**src/rtl/cpu_pkg.sv**
```systemverilog
// Shared definitions for the pipeline hazard/forwarding controller.
package cpu_pkg;

  // EX-stage operand select encodings
  localparam logic [1:0] FWD_RF    = 2'd0;
  localparam logic [1:0] FWD_EXMEM = 2'd1;
  localparam logic [1:0] FWD_MEMWB = 2'd2;

  // Load-use FSM: RUN = normal issue, LSTALL = extra load-use bubbles pending
  typedef enum logic {
    ST_RUN    = 1'b0,
    ST_LSTALL = 1'b1
  } hz_state_t;

  // Per-entry scoreboard flags; the destination register is stored beside
  // these because its width follows the REG_AW parameter of the instance.
  typedef struct packed {
    logic valid;
    logic regwr;
    logic is_load;
  } sb_flags_t;

  // Youngest matching producer wins; a load still in EX cannot forward.
  function automatic logic [1:0] fwd_select(input logic hit_ex,
                                            input logic hit_mem,
                                            input logic ex_is_load);
    if (hit_ex && !ex_is_load) return FWD_EXMEM;
    if (hit_mem) return FWD_MEMWB;
    return FWD_RF;
  endfunction

endpackage

```
**src/rtl/hazard_scoreboard.sv**
```systemverilog
// Shift register of in-flight destination registers (entry 0 = EX) with
// per-entry match flags for the two ID-stage source operands.
module hazard_scoreboard
  import cpu_pkg::*;
#(
  parameter int REG_AW = 5,
  parameter int DEPTH  = 3
) (
  input  logic              clk,
  input  logic              rst,
  input  logic              push,
  input  logic [REG_AW-1:0] push_rw,
  input  logic              push_regwr,
  input  logic              push_is_load,
  input  logic [REG_AW-1:0] rs,
  input  logic [REG_AW-1:0] rt,
  input  logic              uses_rs,
  input  logic              uses_rt,
  output logic [DEPTH-1:0]  match_rs,
  output logic [DEPTH-1:0]  match_rt,
  output logic              head_is_load
);

  sb_flags_t         flags_q [DEPTH];
  logic [REG_AW-1:0] rw_q    [DEPTH];

  // Advance every entry one stage; entry 0 takes the ID instruction or a bubble
  always_ff @(negedge clk) begin
    if (rst) begin
      for (int i = 0; i < DEPTH; i++) begin
        flags_q[i] <= '0;
        rw_q[i]    <= '0;
      end
    end else begin
      flags_q[0].valid   <= push;
      flags_q[0].regwr   <= push & push_regwr;
      flags_q[0].is_load <= push & push_is_load;
      rw_q[0]            <= push_rw;
      for (int i = 1; i < DEPTH; i++) begin
        flags_q[i] <= flags_q[i-1];
        rw_q[i]    <= rw_q[i-1];
      end
    end
  end

  // Register 0 is hardwired, so it never produces a match
  always_comb begin
    match_rs = '0;
    match_rt = '0;
    for (int i = 0; i < DEPTH; i++) begin
      match_rs[i] = flags_q[i].valid & flags_q[i].regwr & uses_rs &
                    (rs != '0) & (rw_q[i] == rs);
      match_rt[i] = flags_q[i].valid & flags_q[i].regwr & uses_rt &
                    (rt != '0) & (rw_q[i] == rt);
    end
    head_is_load = flags_q[0].valid & flags_q[0].is_load;
  end

endmodule

```
**src/rtl/pipe_hazard_unit.sv**
```systemverilog
// Hazard detection and forwarding control beside the ID stage: load-use
// stalls, taken-branch squash, EX operand selects and perf counters.
module pipe_hazard_unit
  import cpu_pkg::*;
#(
  parameter int REG_AW   = 5,
  parameter int DEPTH    = 3,
  parameter int LOAD_LAT = 1,
  parameter int CNT_W    = 16
) (
  input  logic              clk,
  input  logic              rst,
  input  logic              id_valid,
  input  logic [REG_AW-1:0] id_rs,
  input  logic [REG_AW-1:0] id_rt,
  input  logic              id_uses_rs,
  input  logic              id_uses_rt,
  input  logic [REG_AW-1:0] id_rw,
  input  logic              id_regwr,
  input  logic              id_is_load,
  input  logic              ex_br_taken,
  output logic              stall,
  output logic              flush_ifid,
  output logic              flush_idex,
  output logic [1:0]        fwd_a,
  output logic [1:0]        fwd_b,
  output logic [CNT_W-1:0]  stall_cnt,
  output logic [CNT_W-1:0]  flush_cnt
);

  localparam int                LCNT_W    = $clog2(LOAD_LAT + 1);
  localparam logic [LCNT_W-1:0] LCNT_INIT = LCNT_W'(LOAD_LAT - 1);

  hz_state_t         state_q, state_d;
  logic [LCNT_W-1:0] lcnt_q, lcnt_d;
  logic [DEPTH-1:0]  match_rs, match_rt;
  logic              head_is_load;
  logic              load_hit;
  logic              push;
  logic              unused_deep;

  hazard_scoreboard #(
    .REG_AW (REG_AW),
    .DEPTH  (DEPTH)
  ) u_scoreboard (
    .clk          (clk),
    .rst          (rst),
    .push         (push),
    .push_rw      (id_rw),
    .push_regwr   (id_regwr),
    .push_is_load (id_is_load),
    .rs           (id_rs),
    .rt           (id_rt),
    .uses_rs      (id_uses_rs),
    .uses_rt      (id_uses_rt),
    .match_rs     (match_rs),
    .match_rt     (match_rt),
    .head_is_load (head_is_load)
  );

  // Entries from WB onward need no forwarding: the register file writes before it reads
  assign unused_deep = ^{match_rs, match_rt};

  assign load_hit = id_valid & head_is_load & (match_rs[0] | match_rt[0]);
  assign push     = id_valid & ~stall & ~ex_br_taken;

  // Next state and combinational stall/flush; a taken branch overrides any stall
  always_comb begin
    state_d    = state_q;
    lcnt_d     = lcnt_q;
    stall      = 1'b0;
    flush_ifid = ex_br_taken & ~rst;
    flush_idex = ex_br_taken & ~rst;
    if (ex_br_taken) begin
      state_d = ST_RUN;
      lcnt_d  = '0;
    end else begin
      case (state_q)
        ST_RUN: begin
          if (load_hit) begin
            stall   = 1'b1;
            lcnt_d  = LCNT_INIT;
            state_d = (LOAD_LAT > 1) ? ST_LSTALL : ST_RUN;
          end
        end
        ST_LSTALL: begin
          stall = 1'b1;
          if (lcnt_q <= LCNT_W'(1)) begin
            lcnt_d  = '0;
            state_d = ST_RUN;
          end else begin
            lcnt_d = lcnt_q - LCNT_W'(1);
          end
        end
        default: begin
          state_d = ST_RUN;
          lcnt_d  = '0;
        end
      endcase
    end
    if (rst) stall = 1'b0;
  end

  // FSM state and remaining-bubble counter
  always_ff @(negedge clk) begin
    if (rst) begin
      state_q <= ST_RUN;
      lcnt_q  <= '0;
    end else begin
      state_q <= state_d;
      lcnt_q  <= lcnt_d;
    end
  end

  // Operand selects follow the instruction into EX; bubbles carry register-file selects
  always_ff @(negedge clk) begin
    if (rst || stall || ex_br_taken || !id_valid) begin
      fwd_a <= FWD_RF;
      fwd_b <= FWD_RF;
    end else begin
      fwd_a <= fwd_select(match_rs[0], match_rs[1], head_is_load);
      fwd_b <= fwd_select(match_rt[0], match_rt[1], head_is_load);
    end
  end

  // Saturating stall and flush cycle counters
  always_ff @(negedge clk) begin
    if (rst) begin
      stall_cnt <= '0;
      flush_cnt <= '0;
    end else begin
      if (stall && (stall_cnt != '1)) stall_cnt <= stall_cnt + CNT_W'(1);
      if (ex_br_taken && (flush_cnt != '1)) flush_cnt <= flush_cnt + CNT_W'(1);
    end
  end

endmodule

```
**config.mk**
```make
export PLATFORM = sky130hd
export DESIGN_NAME = pipe_hazard_unit
export DESIGN_NICKNAME = d
export VERILOG_FILES = /design/src/rtl/cpu_pkg.sv /design/src/rtl/hazard_scoreboard.sv /design/src/rtl/pipe_hazard_unit.sv
export SDC_FILE = /design/constraint.sdc
export NUM_CORES = 1
export LEC_CHECK = 0
export ABC_AREA = 0
export ABC_CLOCK_PERIOD_IN_PS = 2000
export CAP_MARGIN = 20
export CORE_MARGIN = 2
export CORE_UTILIZATION = 47
export CTS_BUF_LIST = sky130_fd_sc_hd__clkbuf_8
export CTS_CLUSTER_DIAMETER = 40
export CTS_CLUSTER_SIZE = 40
export DETAILED_ROUTE_END_ITERATION = 6
export PLACE_DENSITY = 0.77
export SYNTH_ARGS = -nofsm -noshare
export SYNTH_HDL_FRONTEND = slang
export SYNTH_SLANG_ARGS = --single-unit
```
**constraint.sdc**
```tcl
create_clock -name clk -period 2 [get_ports clk]
set_input_delay 0.3 -clock clk [delete_from_list [all_inputs] [get_ports clk]]
set_output_delay 0.3 -clock clk [all_outputs]
set_load 0.05 [all_outputs]
```
==> results of run 1 <==
## metrics by stage
stage / hold WS, ps / worst slack [ps] / cells / utilization [%]
2_1_floorplan: 431 / -835 / 268 / -
3_3_place_gp: 441 / -1350 / 444 / 78.2
3_5_place_dp: 456 / -1420 / 444 / 78.2
4_1_cts: 450 / -1040 / 543 / 98.0
## logic make-up after synthesis
group | count (synthesis) | share of synthesized area, %
XOR/XNOR | 36 | 12.9
adder cells (fa/ha/maj) | 2 | 1.02
buffers and inverters | 16 | 2.66
multiplexers | 4 | 1.95
AO/OA/AOI/OAI | 31 | 10.7
AND/OR/NAND/NOR | 128 | 29.0
flip-flops | 51 | 41.8
## Yosys cell counts (2+ instances only)
cell type | number | share of area, %
a21oi_1 | 6 | 1.2
and2_1 | 5 | 1.3
and3_1 | 4 | 1.0
clkbuf_1 | 5 | 0.77
dfxtp_1 | 51 | 42
ha_1 | 2 | 1.0
inv_1 | 8 | 1.2
mux2_1 | 2 | 0.92
nand2_1 | 11 | 1.7
nand3_1 | 18 | 3.7
nand4_1 | 14 | 3.6
nor2_1 | 33 | 5.1
nor2b_1 | 15 | 3.8
nor3_1 | 5 | 1.0
nor3_4 | 2 | 1.3
nor4_1 | 4 | 1.0
o2111ai_1 | 4 | 1.4
o211ai_2 | 2 | 1.0
o21a_1 | 3 | 0.92
o21ai_0 | 5 | 1.0
o21ai_2 | 2 | 0.72
o311ai_1 | 2 | 0.72
o41ai_1 | 2 | 0.72
or3_1 | 6 | 1.5
or4_1 | 2 | 0.61
xnor2_1 | 23 | 8.2
xor2_1 | 13 | 4.7
## timing repair
item / CTS
hold buffers: 0
gates resized for setup: 167
setup buffers: 42
pin swaps: 46
endpoints found under the setup margin: 88
cloned: 0
==> summary.txt, run 1 <==
Place
  • Post-DP HPWL: 5.04 mm
  • Final RePlAce weighted congestion: 0.916
  • PortBufs: 61
  • Post-Place Cell Area: 0.00397 mm²

Clock tree
  • Max H-tree Level: 2
  • Max Root-Sink Buffers: 2
  • CTS buffer count: 5
  • Sink Count: 51
  • Clk root buf: clkbuf_8

Synth
  • Post-synth EDFFs: 0
  • Syn_nets: 293
  • Sequential area share after synthesis: 41.8%
  • Avg Cell Area, Syn: 9.12 µm²
  • Post-synth top flop: dfxtp_1
  • Mapped Area: 0.00244 mm²
  • Flops & latches, synth: 51
  • Syn Inst Count: 268
  • Synth async-reset ratio: 0%
  • Yosys warns: 0
  • Synth cell types: 46

Die
  • Width of the die: 76.1 µm
  • IO Count: 62
  • Initial core utilization: 48.2%
  • Vert. Die Dim: 76.1 µm
  • Rows: 26

Run status
  • Stop stage: 5_1_grt
  • Outcome: aborted with a tool error
  • Tool error: [ERROR DPL-0038] Utilization greater than 100%, impossible to legalize

STA
  • GR repair worst EP: stall
  • Worst_ep kind: primary output

Global route
  • Largest net degree at the start of global routing: 41
==> run 2: changes to the inputs <==
Settings changed: CORE_UTILIZATION 47 to 32, CTS_BUF_LIST sky130_fd_sc_hd__clkbuf_8 to default, CTS_CLUSTER_DIAMETER 40 to default, CTS_CLUSTER_SIZE 40 to default, PLACE_DENSITY 0.77 to default, PLACE_DENSITY_LB_ADDON from default to 0.15.
==> run 2 against run 1 <==
The flow now finishes, with violations (setup timing); synthesized area unchanged; synthesized cell count unchanged.
==> summary.txt, run 2 <==
Synth
  • Flops & latches, synth: 51 (unchanged)
  • Synth async-reset ratio: 0% (unchanged)
  • Mapped Area: 0.00244 mm² (unchanged)
  • Top cells by area, synth: dfxtp_1 (42%), xnor2_1 (8.2%), nor2_1 (5.1%) (unchanged)
  • Sequential area share after synthesis: 41.8% (unchanged)
  • Most instantiated cells after synthesis: dfxtp_1 (51), nor2_1 (33), xnor2_1 (23) (unchanged)
  • Count leader, synth: dfxtp_1 (unchanged)
  • Syn Inst Count: 268 (unchanged)
  • Avg Cell Area, Syn: 9.12 µm² (unchanged)
  • Yosys warns: 0 (unchanged)
  • Post-synth top flop: dfxtp_1 (unchanged)
  • Post-synth EDFFs: 0 (unchanged)
  • Post-synth top area cell: dfxtp_1 (unchanged)
  • Syn_nets: 293 (unchanged)
  • Synth top area share: 41.8% (unchanged)
  • Synth cell types: 46 (unchanged)

Route
  • DRC Markers: 0
  • Vias: 2768
  • Total Wirelength: 7.75 mm
  • M1 WL: 3.35 mm
  • Detailed Routing Iterations Pass 1: 4
  • DRT antenna net count: 0
  • Uppermost routed layer: met4
  • WL per Instance: 13.5 µm
  • 1st-iter DRT viols: 58
  • DR vias/cell: 4.83
  • Met3 WL: 284 µm
  • Met2 WL: 3.97 mm

STA
  • Worst hold slack: 449 ps
  • Fin. max-slew vios: 0
  • RSZ-0062 raised after global routing: true
  • Setup ws final: -1100 ps
  • Slew @ Worst Pin: 466 ps
  • Sum Neg Setup Slack: -22470 ps
  • Final Skew: 21.0 ps
  • Fin. Hold Viols: 0
  • # setup viols final: 68
  • Slew margin rel.: 69.0%

Die
  • Initial core utilization: 33.3% (was 48.2%)
  • CORE AREA: 0.00733 mm²
  • Die ar.: 0.00835 mm²
  • IO Count: 62 (unchanged)
  • Rows: 31 (was 26)
  • Width of the die: 91.4 µm (was 76.1 µm)
  • Vert. Die Dim: 91.4 µm (was 76.1 µm)

Worst hold path
  • WHS Endpoint: fwd_b[1]
  • Hold Path Origin: u_scoreboard.flags_q[0][4]
  • Hold Path Depth: 2
  • Hold Crit Class: register to register

Global route
  • Total GRT Usage: 18.5%
  • First-pass GRT wire length: 12.6 mm
  • Largest net degree at the start of global routing: 41
  • Initial antenna violation count: 0
  • Number of global-route vias before repair: 2855
  • GR Overflow Total: 0

Clock tree
  • Sink Count: 51 (unchanged)
  • CTS tree: done
  • Clk root buf: clkbuf_8 (unchanged)
  • CTS buffer count: 5 (unchanged)
  • Latest clock arrival within the worst-skew pair: 380 ps
  • Clock transition at path regs: 40 ps
  • Max H-tree Level: 2 (unchanged)
  • Max Root-Sink Buffers: 2 (unchanged)

Place
  • Post-DP HPWL: 4.90 mm (was 5.04 mm)
  • PortBufs: 61 (unchanged)
  • Post-Place Cell Area: 0.00401 mm² (was 0.00397 mm²)
  • Final RePlAce weighted congestion: 0.836 (was 0.916)

Worst setup path
  • Buf+Inv Stages, Crit Path: 3
  • CP max-delay cell: dfxtp_4
  • Setup crit start kind: register
  • Number of cells on the critical path: 8
  • Worst Path Class, Setup: register to output pin
  • Reg-to-Reg End: stall_cnt[9]
  • Reg2Reg Depth: 9
  • Crit-path cells: xnor2_4, nand3_2, nor3_4, nor2_4, buf_6, buf_6, nor2_4, buf_12
  • CP endpoint kind: output pin
  • Critical path arrival: 2800 ps
  • R2R Path Start: stall_cnt[0]
  • CP max FO: 3
  • R2R Setup Slk: -150 ps
  • CP top delay family: simple AND/OR/NAND/NOR gates
  • Slowest cell delay on critical path: 370 ps
  • Critical Path RT: 1700 ps

Layout
  • Biggest regs: flush_cnt (16), stall_cnt (16), u_scoreboard.rw_q (10)
  • Most frequent cells in the layout: buf_4 (76), inv_1 (58), buf_12 (39), dfxtp_4 (27), nor2_1 (26)
  • Post-Route Utilization: 69.4%
  • Share of cells above drive strength 1: 54.2%
  • Final nets: 498
  • Final Cell Area: 0.00509 mm²
  • Commonest non-fill, non-tap cell in the layout: buf_4
  • Area growth syn-to-layout: 108%
  • Antenna Cells: 0

Run status
  • Outcome: complete, but fails checks (was aborted with a tool error)
  • Failing checks: setup timing

Run
  • MaxCap Viol Count: 0

Pwr
  • Pwr per Cell Area: 452 mW/mm²
  • Power, Total: 0.00230 W
  • Leakage power: 2.16 nW
  • Worst vdd ir: 0.000263 V
[run 2: cell counts after synthesis]
Identical to the previous run, type by type.
[run 2: worst max path at each step]
stage,end,slack [ps],start
2_1_floorplan,stall_cnt[7],-830,id_rt[0]
3_3_place_gp,stall_cnt[7],-1330,id_rs[0]
3_5_place_dp,stall_cnt[8],-1390,id_rt[0]
4_1_cts,stall,-1090,u_scoreboard.rw_q[0][0]
5_1_grt,stall,-1200,u_scoreboard.rw_q[0][3]
6_report,stall,-1100,u_scoreboard.rw_q[0][3]
[run 2: timing repair]
item / in CTS / in global routing
setup endpoints to repair: 88 / 71
gates resized for setup: 148 / 48
setup buffers: 38 / 7
pin swaps: 30 / 21
hold buffers: 0 / 0
[run 2: through the flow]
step           setup slack [ps]  std cells
3_3_place_gp              -1330        473
4_1_cts                   -1090        568
6_report                  -1100        573
2_1_floorplan              -835        268
3_5_place_dp              -1390        473
5_1_grt                   -1200        573
[run 2: layout make-up]
cell class,instances,area (µm²)
Clock buffer,5,68.8
Clock inverter,54,209
Fill cell,527,2240
Inverter,8,38.8
Multi-Input combinational cell,201,1750
Sequential cell,51,1140
Tap cell,99,124
Timing Repair Buffer,155,1750
[run 2: logic make-up (layout without fill, tap and decap cells)]
logic type	after synthesis	in the layout	share of synthesized area (%)
compound gates	31	31	10.7
xor+xnor	36	36	12.9
fa+ha+maj	2	2	1.02
buf+inv	16	222	2.66
flops	51	51	41.8
mux	4	4	1.95
simple gates	128	128	29.0
[run 2: worst min-delay path, delay by kind of cell (launching register included)]
family / cells / cell delay [ps]
flip-flops: 1 / 300
AND/OR/NAND/NOR: 2 / 110
[run 2: metal layers]
layer	GRT usage, %	vias up
met5	0	-
met3	4.73	12
met4	8.46	0
li1	-	1353
met2	31.7	80
met1	21.6	1323
[run 2: power breakdown]
group,switching (W),internal [W]
sequential,0.0000212,0.00101
clock,0.000626,0.000377
combinational,0.000117,0.000147
No activity file was read; power rests on OpenSTA's default activity.
